File: src/rtl/uut_test_sequencer_if.sv
// Bundle between the test sequencer and its surroundings: vector stream in,
// UUT drive/observe, result stream out.
interface uut_test_sequencer_if #(
  parameter int INPUT_SIZE  = 64,
  parameter int OUTPUT_SIZE = 88,
  parameter int CNT_WIDTH   = 32
);
  logic                   vec_valid;
  logic                   vec_ready;
  logic [INPUT_SIZE-1:0]  vec_input;
  logic [OUTPUT_SIZE-1:0] vec_expected;

  logic                   rst_uut;
  logic [INPUT_SIZE-1:0]  input_to_uut;
  logic                   end_uut;
  logic                   err_uut;
  logic [OUTPUT_SIZE-1:0] output_from_uut;

  logic                   res_valid;
  logic                   res_ready;
  logic [OUTPUT_SIZE-1:0] res_output;
  logic                   res_pass;
  logic                   res_err;
  logic                   res_timeout;
  logic [CNT_WIDTH-1:0]   res_cycles;
  logic                   busy;

  modport master (
    input  vec_valid, vec_input, vec_expected,
    input  end_uut, err_uut, output_from_uut,
    input  res_ready,
    output vec_ready, rst_uut, input_to_uut,
    output res_valid, res_output, res_pass, res_err, res_timeout, res_cycles, busy
  );

  modport slave (
    output vec_valid, vec_input, vec_expected,
    output end_uut, err_uut, output_from_uut,
    output res_ready,
    input  vec_ready, rst_uut, input_to_uut,
    input  res_valid, res_output, res_pass, res_err, res_timeout, res_cycles, busy
  );
endinterface

File: src/rtl/uut_test_sequencer.sv
// Runs one test vector at a time on a UUT: reset it, release it, wait for
// done/error/timeout, then report captured output, pass flag and run length.
//
// state     | meaning
// IDLE      | UUT parked in reset, ready for a vector
// RESET_UUT | UUT held in reset for RST_CYCLES with new stimulus applied
// RUN       | UUT released, cycle counter running, watching end/err
// REPORT    | result presented, UUT parked again until consumer takes it
module uut_test_sequencer #(
  parameter int INPUT_SIZE     = 64,
  parameter int OUTPUT_SIZE    = 88,
  parameter int RST_CYCLES     = 4,
  parameter int TIMEOUT_CYCLES = 65535,
  parameter int CNT_WIDTH      = 32
) (
  input logic                clk,
  input logic                rst,
  uut_test_sequencer_if.master bus
);

  typedef enum logic [1:0] {IDLE, RESET_UUT, RUN, REPORT} state_t;

  localparam int RW = (RST_CYCLES > 1) ? $clog2(RST_CYCLES) : 1;
  localparam logic [CNT_WIDTH-1:0] TIMEOUT_LIM = CNT_WIDTH'(TIMEOUT_CYCLES);
  localparam logic [RW-1:0]        RST_LOAD    = RW'(RST_CYCLES - 1);

  state_t                 state;
  logic [RW-1:0]          rst_cnt;
  logic [CNT_WIDTH-1:0]   cnt;
  logic [INPUT_SIZE-1:0]  input_q;
  logic [OUTPUT_SIZE-1:0] expected_q;
  logic [OUTPUT_SIZE-1:0] output_q;
  logic                   pass_q;
  logic                   err_q;
  logic                   timeout_q;
  logic [CNT_WIDTH-1:0]   cycles_q;

  always_ff @(posedge clk) begin
    if (rst) begin
      state      <= IDLE;
      rst_cnt    <= '0;
      cnt        <= '0;
      input_q    <= '0;
      expected_q <= '0;
      output_q   <= '0;
      pass_q     <= 1'b0;
      err_q      <= 1'b0;
      timeout_q  <= 1'b0;
      cycles_q   <= '0;
    end else begin
      case (state)
        IDLE: begin
          if (bus.vec_valid) begin
            input_q    <= bus.vec_input;
            expected_q <= bus.vec_expected;
            output_q   <= '0;
            pass_q     <= 1'b0;
            err_q      <= 1'b0;
            timeout_q  <= 1'b0;
            cycles_q   <= '0;
            cnt        <= '0;
            rst_cnt    <= RST_LOAD;
            state      <= RESET_UUT;
          end
        end
        RESET_UUT: begin
          if (rst_cnt == '0) begin
            cnt   <= CNT_WIDTH'(1);
            state <= RUN;
          end else begin
            rst_cnt <= rst_cnt - RW'(1);
          end
        end
        RUN: begin
          // end wins over err, and either wins over a coincident timeout
          if (bus.end_uut) begin
            output_q <= bus.output_from_uut;
            err_q    <= bus.err_uut;
            pass_q   <= !bus.err_uut && (bus.output_from_uut == expected_q);
            cycles_q <= cnt;
            state    <= REPORT;
          end else if (bus.err_uut) begin
            output_q <= bus.output_from_uut;
            err_q    <= 1'b1;
            pass_q   <= 1'b0;
            cycles_q <= cnt;
            state    <= REPORT;
          end else if (cnt == TIMEOUT_LIM) begin
            output_q  <= bus.output_from_uut;
            timeout_q <= 1'b1;
            pass_q    <= 1'b0;
            cycles_q  <= cnt;
            state     <= REPORT;
          end else begin
            cnt <= cnt + CNT_WIDTH'(1);
          end
        end
        REPORT: begin
          if (bus.res_ready) state <= IDLE;
        end
        default: state <= IDLE;
      endcase
    end
  end

  assign bus.vec_ready    = (state == IDLE);
  assign bus.busy         = (state != IDLE);
  assign bus.rst_uut      = (state != RUN);
  assign bus.res_valid    = (state == REPORT);
  assign bus.input_to_uut = input_q;
  assign bus.res_output   = output_q;
  assign bus.res_pass     = pass_q;
  assign bus.res_err      = err_q;
  assign bus.res_timeout  = timeout_q;
  assign bus.res_cycles   = cycles_q;

endmodule

File: src/flat_wrapper.sv
// flat-port wrapper written by rule: the top's interface ports become plain ports
module uut_test_sequencer_flat 
#(
  parameter int INPUT_SIZE     = 64,
  parameter int OUTPUT_SIZE    = 88,
  parameter int RST_CYCLES     = 4,
  parameter int TIMEOUT_CYCLES = 65535,
  parameter int CNT_WIDTH      = 32
)
  (clk, rst, bus_vec_valid, bus_vec_input, bus_vec_expected, bus_end_uut, bus_err_uut, bus_output_from_uut, bus_res_ready, bus_vec_ready, bus_rst_uut, bus_input_to_uut, bus_res_valid, bus_res_output, bus_res_pass, bus_res_err, bus_res_timeout, bus_res_cycles, bus_busy);
  uut_test_sequencer_if #(.INPUT_SIZE(INPUT_SIZE), .OUTPUT_SIZE(OUTPUT_SIZE), .CNT_WIDTH(CNT_WIDTH)) bus_i ();
  input logic clk;
  input logic rst;
  input wire logic [$bits(bus_i.vec_valid)-1:0] bus_vec_valid;
  input wire logic [$bits(bus_i.vec_input)-1:0] bus_vec_input;
  input wire logic [$bits(bus_i.vec_expected)-1:0] bus_vec_expected;
  input wire logic [$bits(bus_i.end_uut)-1:0] bus_end_uut;
  input wire logic [$bits(bus_i.err_uut)-1:0] bus_err_uut;
  input wire logic [$bits(bus_i.output_from_uut)-1:0] bus_output_from_uut;
  input wire logic [$bits(bus_i.res_ready)-1:0] bus_res_ready;
  output wire logic [$bits(bus_i.vec_ready)-1:0] bus_vec_ready;
  output wire logic [$bits(bus_i.rst_uut)-1:0] bus_rst_uut;
  output wire logic [$bits(bus_i.input_to_uut)-1:0] bus_input_to_uut;
  output wire logic [$bits(bus_i.res_valid)-1:0] bus_res_valid;
  output wire logic [$bits(bus_i.res_output)-1:0] bus_res_output;
  output wire logic [$bits(bus_i.res_pass)-1:0] bus_res_pass;
  output wire logic [$bits(bus_i.res_err)-1:0] bus_res_err;
  output wire logic [$bits(bus_i.res_timeout)-1:0] bus_res_timeout;
  output wire logic [$bits(bus_i.res_cycles)-1:0] bus_res_cycles;
  output wire logic [$bits(bus_i.busy)-1:0] bus_busy;
  assign bus_i.vec_valid = bus_vec_valid;
  assign bus_i.vec_input = bus_vec_input;
  assign bus_i.vec_expected = bus_vec_expected;
  assign bus_i.end_uut = bus_end_uut;
  assign bus_i.err_uut = bus_err_uut;
  assign bus_i.output_from_uut = bus_output_from_uut;
  assign bus_i.res_ready = bus_res_ready;
  assign bus_vec_ready = bus_i.vec_ready;
  assign bus_rst_uut = bus_i.rst_uut;
  assign bus_input_to_uut = bus_i.input_to_uut;
  assign bus_res_valid = bus_i.res_valid;
  assign bus_res_output = bus_i.res_output;
  assign bus_res_pass = bus_i.res_pass;
  assign bus_res_err = bus_i.res_err;
  assign bus_res_timeout = bus_i.res_timeout;
  assign bus_res_cycles = bus_i.res_cycles;
  assign bus_busy = bus_i.busy;
  uut_test_sequencer #(.INPUT_SIZE(INPUT_SIZE), .OUTPUT_SIZE(OUTPUT_SIZE), .RST_CYCLES(RST_CYCLES), .TIMEOUT_CYCLES(TIMEOUT_CYCLES), .CNT_WIDTH(CNT_WIDTH)) u_core (.clk(clk), .rst(rst), .bus(bus_i));
endmodule
File: config.mk
export PLATFORM = sky130hd
export DESIGN_NAME = uut_test_sequencer_flat
export DESIGN_NICKNAME = d
export VERILOG_FILES = /design/src/rtl/uut_test_sequencer_if.sv /design/src/rtl/uut_test_sequencer.sv /design/src/flat_wrapper.sv
export SDC_FILE = /design/constraint.sdc
export NUM_CORES = 1
export LEC_CHECK = 0
export ABC_AREA = 1
export CORE_MARGIN = 2
export CORE_UTILIZATION = 40
export CTS_CLUSTER_SIZE = 40
export DETAILED_ROUTE_END_ITERATION = 10
export HOLD_SLACK_MARGIN = 0.05
export PLACE_DENSITY = 0.7
export RECOVER_POWER = 100
export SLEW_MARGIN = 20
export SYNTH_ARGS = -nofsm -noshare
export SYNTH_HDL_FRONTEND = slang
export SYNTH_SLANG_ARGS = --single-unit
File: constraint.sdc
create_clock -name clk -period 3.6 [get_ports clk]
set_clock_uncertainty 0.15 [all_clocks]
set_input_delay 0.72 -clock clk [delete_from_list [all_inputs] [get_ports clk]]
set_output_delay 0.72 -clock clk [all_outputs]
set_load 0.01 [all_outputs]
==> impl_results.md <==
* Status: finished with violations
* Violated checks: capacitance limit, slew limit
* Largest family of logic cells by synthesized area: simple AND/OR/NAND/NOR gates
* Slowest-stage cell, CP: dlygate4sd3_1
* Max cap viols at 1
* Worst slew margin at -7.20%
* FMAX at 296 MHz
* Slew Limit Fails at 44
* Vias in the first global route at 14,000
* Final Routed Wirelength at 47.4 mm
* Ordered cell list for the critical path: inv_1, ha_4, clkinv_1, dlygate4sd3_1
* Number of flops mapped to enable cells by yosys at 0
* Routed vias/inst at 4.74
* Critical Path AT at 2510 ps
* # nets final at 2,899
* GP Congestion at 0.922
* Avg Inst Size Synth at 6.34 sq um
* Max Used Layer: met5
* Wire per inst at 15.1 um
* Worst skew pair latency at 520 ps
* Final hold vios at 0
* GRT Overall Usage at 24.7%
* Final core utilization at 57.3%
* Gr ovfl total at 0
* Min Hold Slack at 316 ps
* Setup violators final at 0
* Adder-cell share of the synthesized area at 0.524%
* Ys flop type: dfxtp_1
* Synth area leaders: dfxtp_1, nand2_1, nor2_1
* Min cycle time layout at 3380 ps
* Yosys cell types at 33
* DR vias at 14,900
* Clock H-tree levels at 2
* Total power at 16.2 mW
* M1 wire length at 19.8 mm
* Synth Instances at 2,261
* Largest net degree at the start of global routing at 86
* CTS tree: yes
* Pwr/cell area at 797 mW/mm^2
* Post-Synth Simple-Gate Area at 36.4%
* Post-Synthesis Cell Area at 0.0143 sq mm
* Dpl hpwl at 34.3 mm
* Startpoint Class: flip-flop
* Compound-cell area share of the yosys netlist at 9.19%
* CTS max path bufs at 3
* Layout cells sized above 1 at 3.74%
* Starting Density at 40.5%
* Hold Buf Count CTS at 0
* Antenna violations before repair at 8
* YS warnings at 0
* PostCTS Resize Cnt at 0
* Initial drt markers at 953
* WL met2 at 21.8 mm
* Reg clk slew, reported paths at 60 ps
* Post-synthesis xor/xnor area fraction at 1.28%
* Worst hold path class: reg -> reg
* Site Rows at 69
* Worst-margin pin slew at 1610 ps
* Critical Path RT at 2730 ps
* Critical path endpoint category: output pin
* R2R setup slack at 400 ps
* Mux contribution to synthesized area at 0%
* Register area share after synthesis at 43.4%
* Drt drc at 0
* Buf/Inv on CP at 3
* Synth Register Bits at 311
* CTS Sinks at 311
* Ports at 437
* Commonest cells post-synth: nand2_1, nor2_1, dfxtp_1
* Dominant cell type by area after synthesis: dfxtp_1
* Syn_nets at 2,513
* RSZ-0062 raised after global routing: no
* Area growth from synthesis to layout at 41.5%
* Post-route antenna net violation count at 0
* Final worst-path cycle share at 93.8%
* Routed wl met3 at 3.61 mm
* Post-CTS setup buffer count at 0
* Number of CTS-inserted buffers at 37
* TNS Setup at 0 ps
* Port Buffers at 436
* Crit Path Max Fanout at 33
* Die X at 193 um
* Global-route wire length before repair at 75.1 mm
* FFs w/ async S/R, synth at 0%
* Top delay family on crit path: buffers and inverters
* Drt pass-1 iters at 7
* Pleak at 9.25 nW
* Max IR drop VDD at 0.539 mV
* Die area at 0.0374 sq mm
* Die Height at 193 um
* Most frequent cell after synthesis: nand2_1
* Root Driver: clkbuf_16
* Yosys top cell area share at 43.4%
* Core Area at 0.0354 sq mm
* CP Class: reg -> out
* Max stage delay on crit path at 730 ps
[sequential cells by signal, indices dropped and copies added (netlist names)]
signal,flops
u_core.bus.res_output,88
u_core.expected_q,88
u_core.bus.input_to_uut,64
u_core.bus.res_cycles,32
u_core.cnt,32
u_core.rst_cnt,2
u_core.state,2
u_core.bus.res_err,1
u_core.bus.res_pass,1
u_core.bus.res_timeout,1
[logic make-up after synthesis]
group                    after synthesis
flip-flops                           311
AO/OA/AOI/OAI                        261
AND/OR/NAND/NOR                     1356
buffers and inverters                306
adder cells (fa/ha/maj)                6
XOR/XNOR                              21
[cell usage in the layout (no fill, tap or decap), drive strengths merged, types with 3 or more instances in the layout]
cell / synthesis / layout
buf: 50 / 18
inv: 194 / 194
o21ai: 168 / 168
or2: 3 / 3
nand3: 37 / 37
dfxtp: 311 / 311
nand2: 736 / 736
clkbuf: 61 / 55
nor2: 566 / 566
nor3: 5 / 5
xor2: 8 / 8
nand4: 7 / 7
diode: 0 / 7
ha: 6 / 6
a21oi: 89 / 89
dlygate4sd3: 0 / 192
bufinv: 0 / 4
xnor2: 13 / 13
clkdlybuf4s50: 0 / 244
clkinv: 1 / 12
[area by class of cell]
cell class	count	area (sq um)
Multi-Input combinational cell	1644	6790
Clock inverter	17	198
Fill cell	3435	15100
Inverter	195	738
Tap cell	461	577
Sequential cell	311	6230
Timing Repair Buffer	458	4620
Antenna cell	7	17.5
Clock buffer	51	1110
[metal layers]
metal	GRT usage (%)	vias up
li1	-	7654
met1	30.5	6612
met2	41.2	529
met3	5.25	108
met4	11.5	2
met5	0	-
[where the power goes]
group	switching [mW]	internal [mW]	total (mW)
combinational	4.26	2.82	7.08
sequential	0.565	4.55	5.12
clock	1.51	2.45	3.96
[through the flow]
step                      setup slack [ps]  std cells  instance area, sq um
after global placement                 503       3069                 19000
final                                  224       3144                 20300
after CTS                              374       3137                 20300
after detailed placement               572       3069                 19000
after global routing                   142       3144                 20300
after floorplan                       1420       2261                 14300
[final timing paths]
path                          from  depth (start not counted)                   endpoint
max reg2reg          u_core.cnt[0]                         13  u_core.bus.res_output[27]
min reg2reg  u_core.expected_q[28]                          2      u_core.expected_q[28]
min          u_core.expected_q[28]                          2      u_core.expected_q[28]
max                u_core.state[0]                          4                bus_rst_uut
[worst reg2reg max path, delay by kind of cell (launching register included)]
family | cells | cell delay (ps)
flops | 1 | 460
buf+inv | 2 | 760
fa+ha+maj | 1 | 250
simple gates | 10 | 1490
Note: power is estimated with default switching activity, not from simulation.
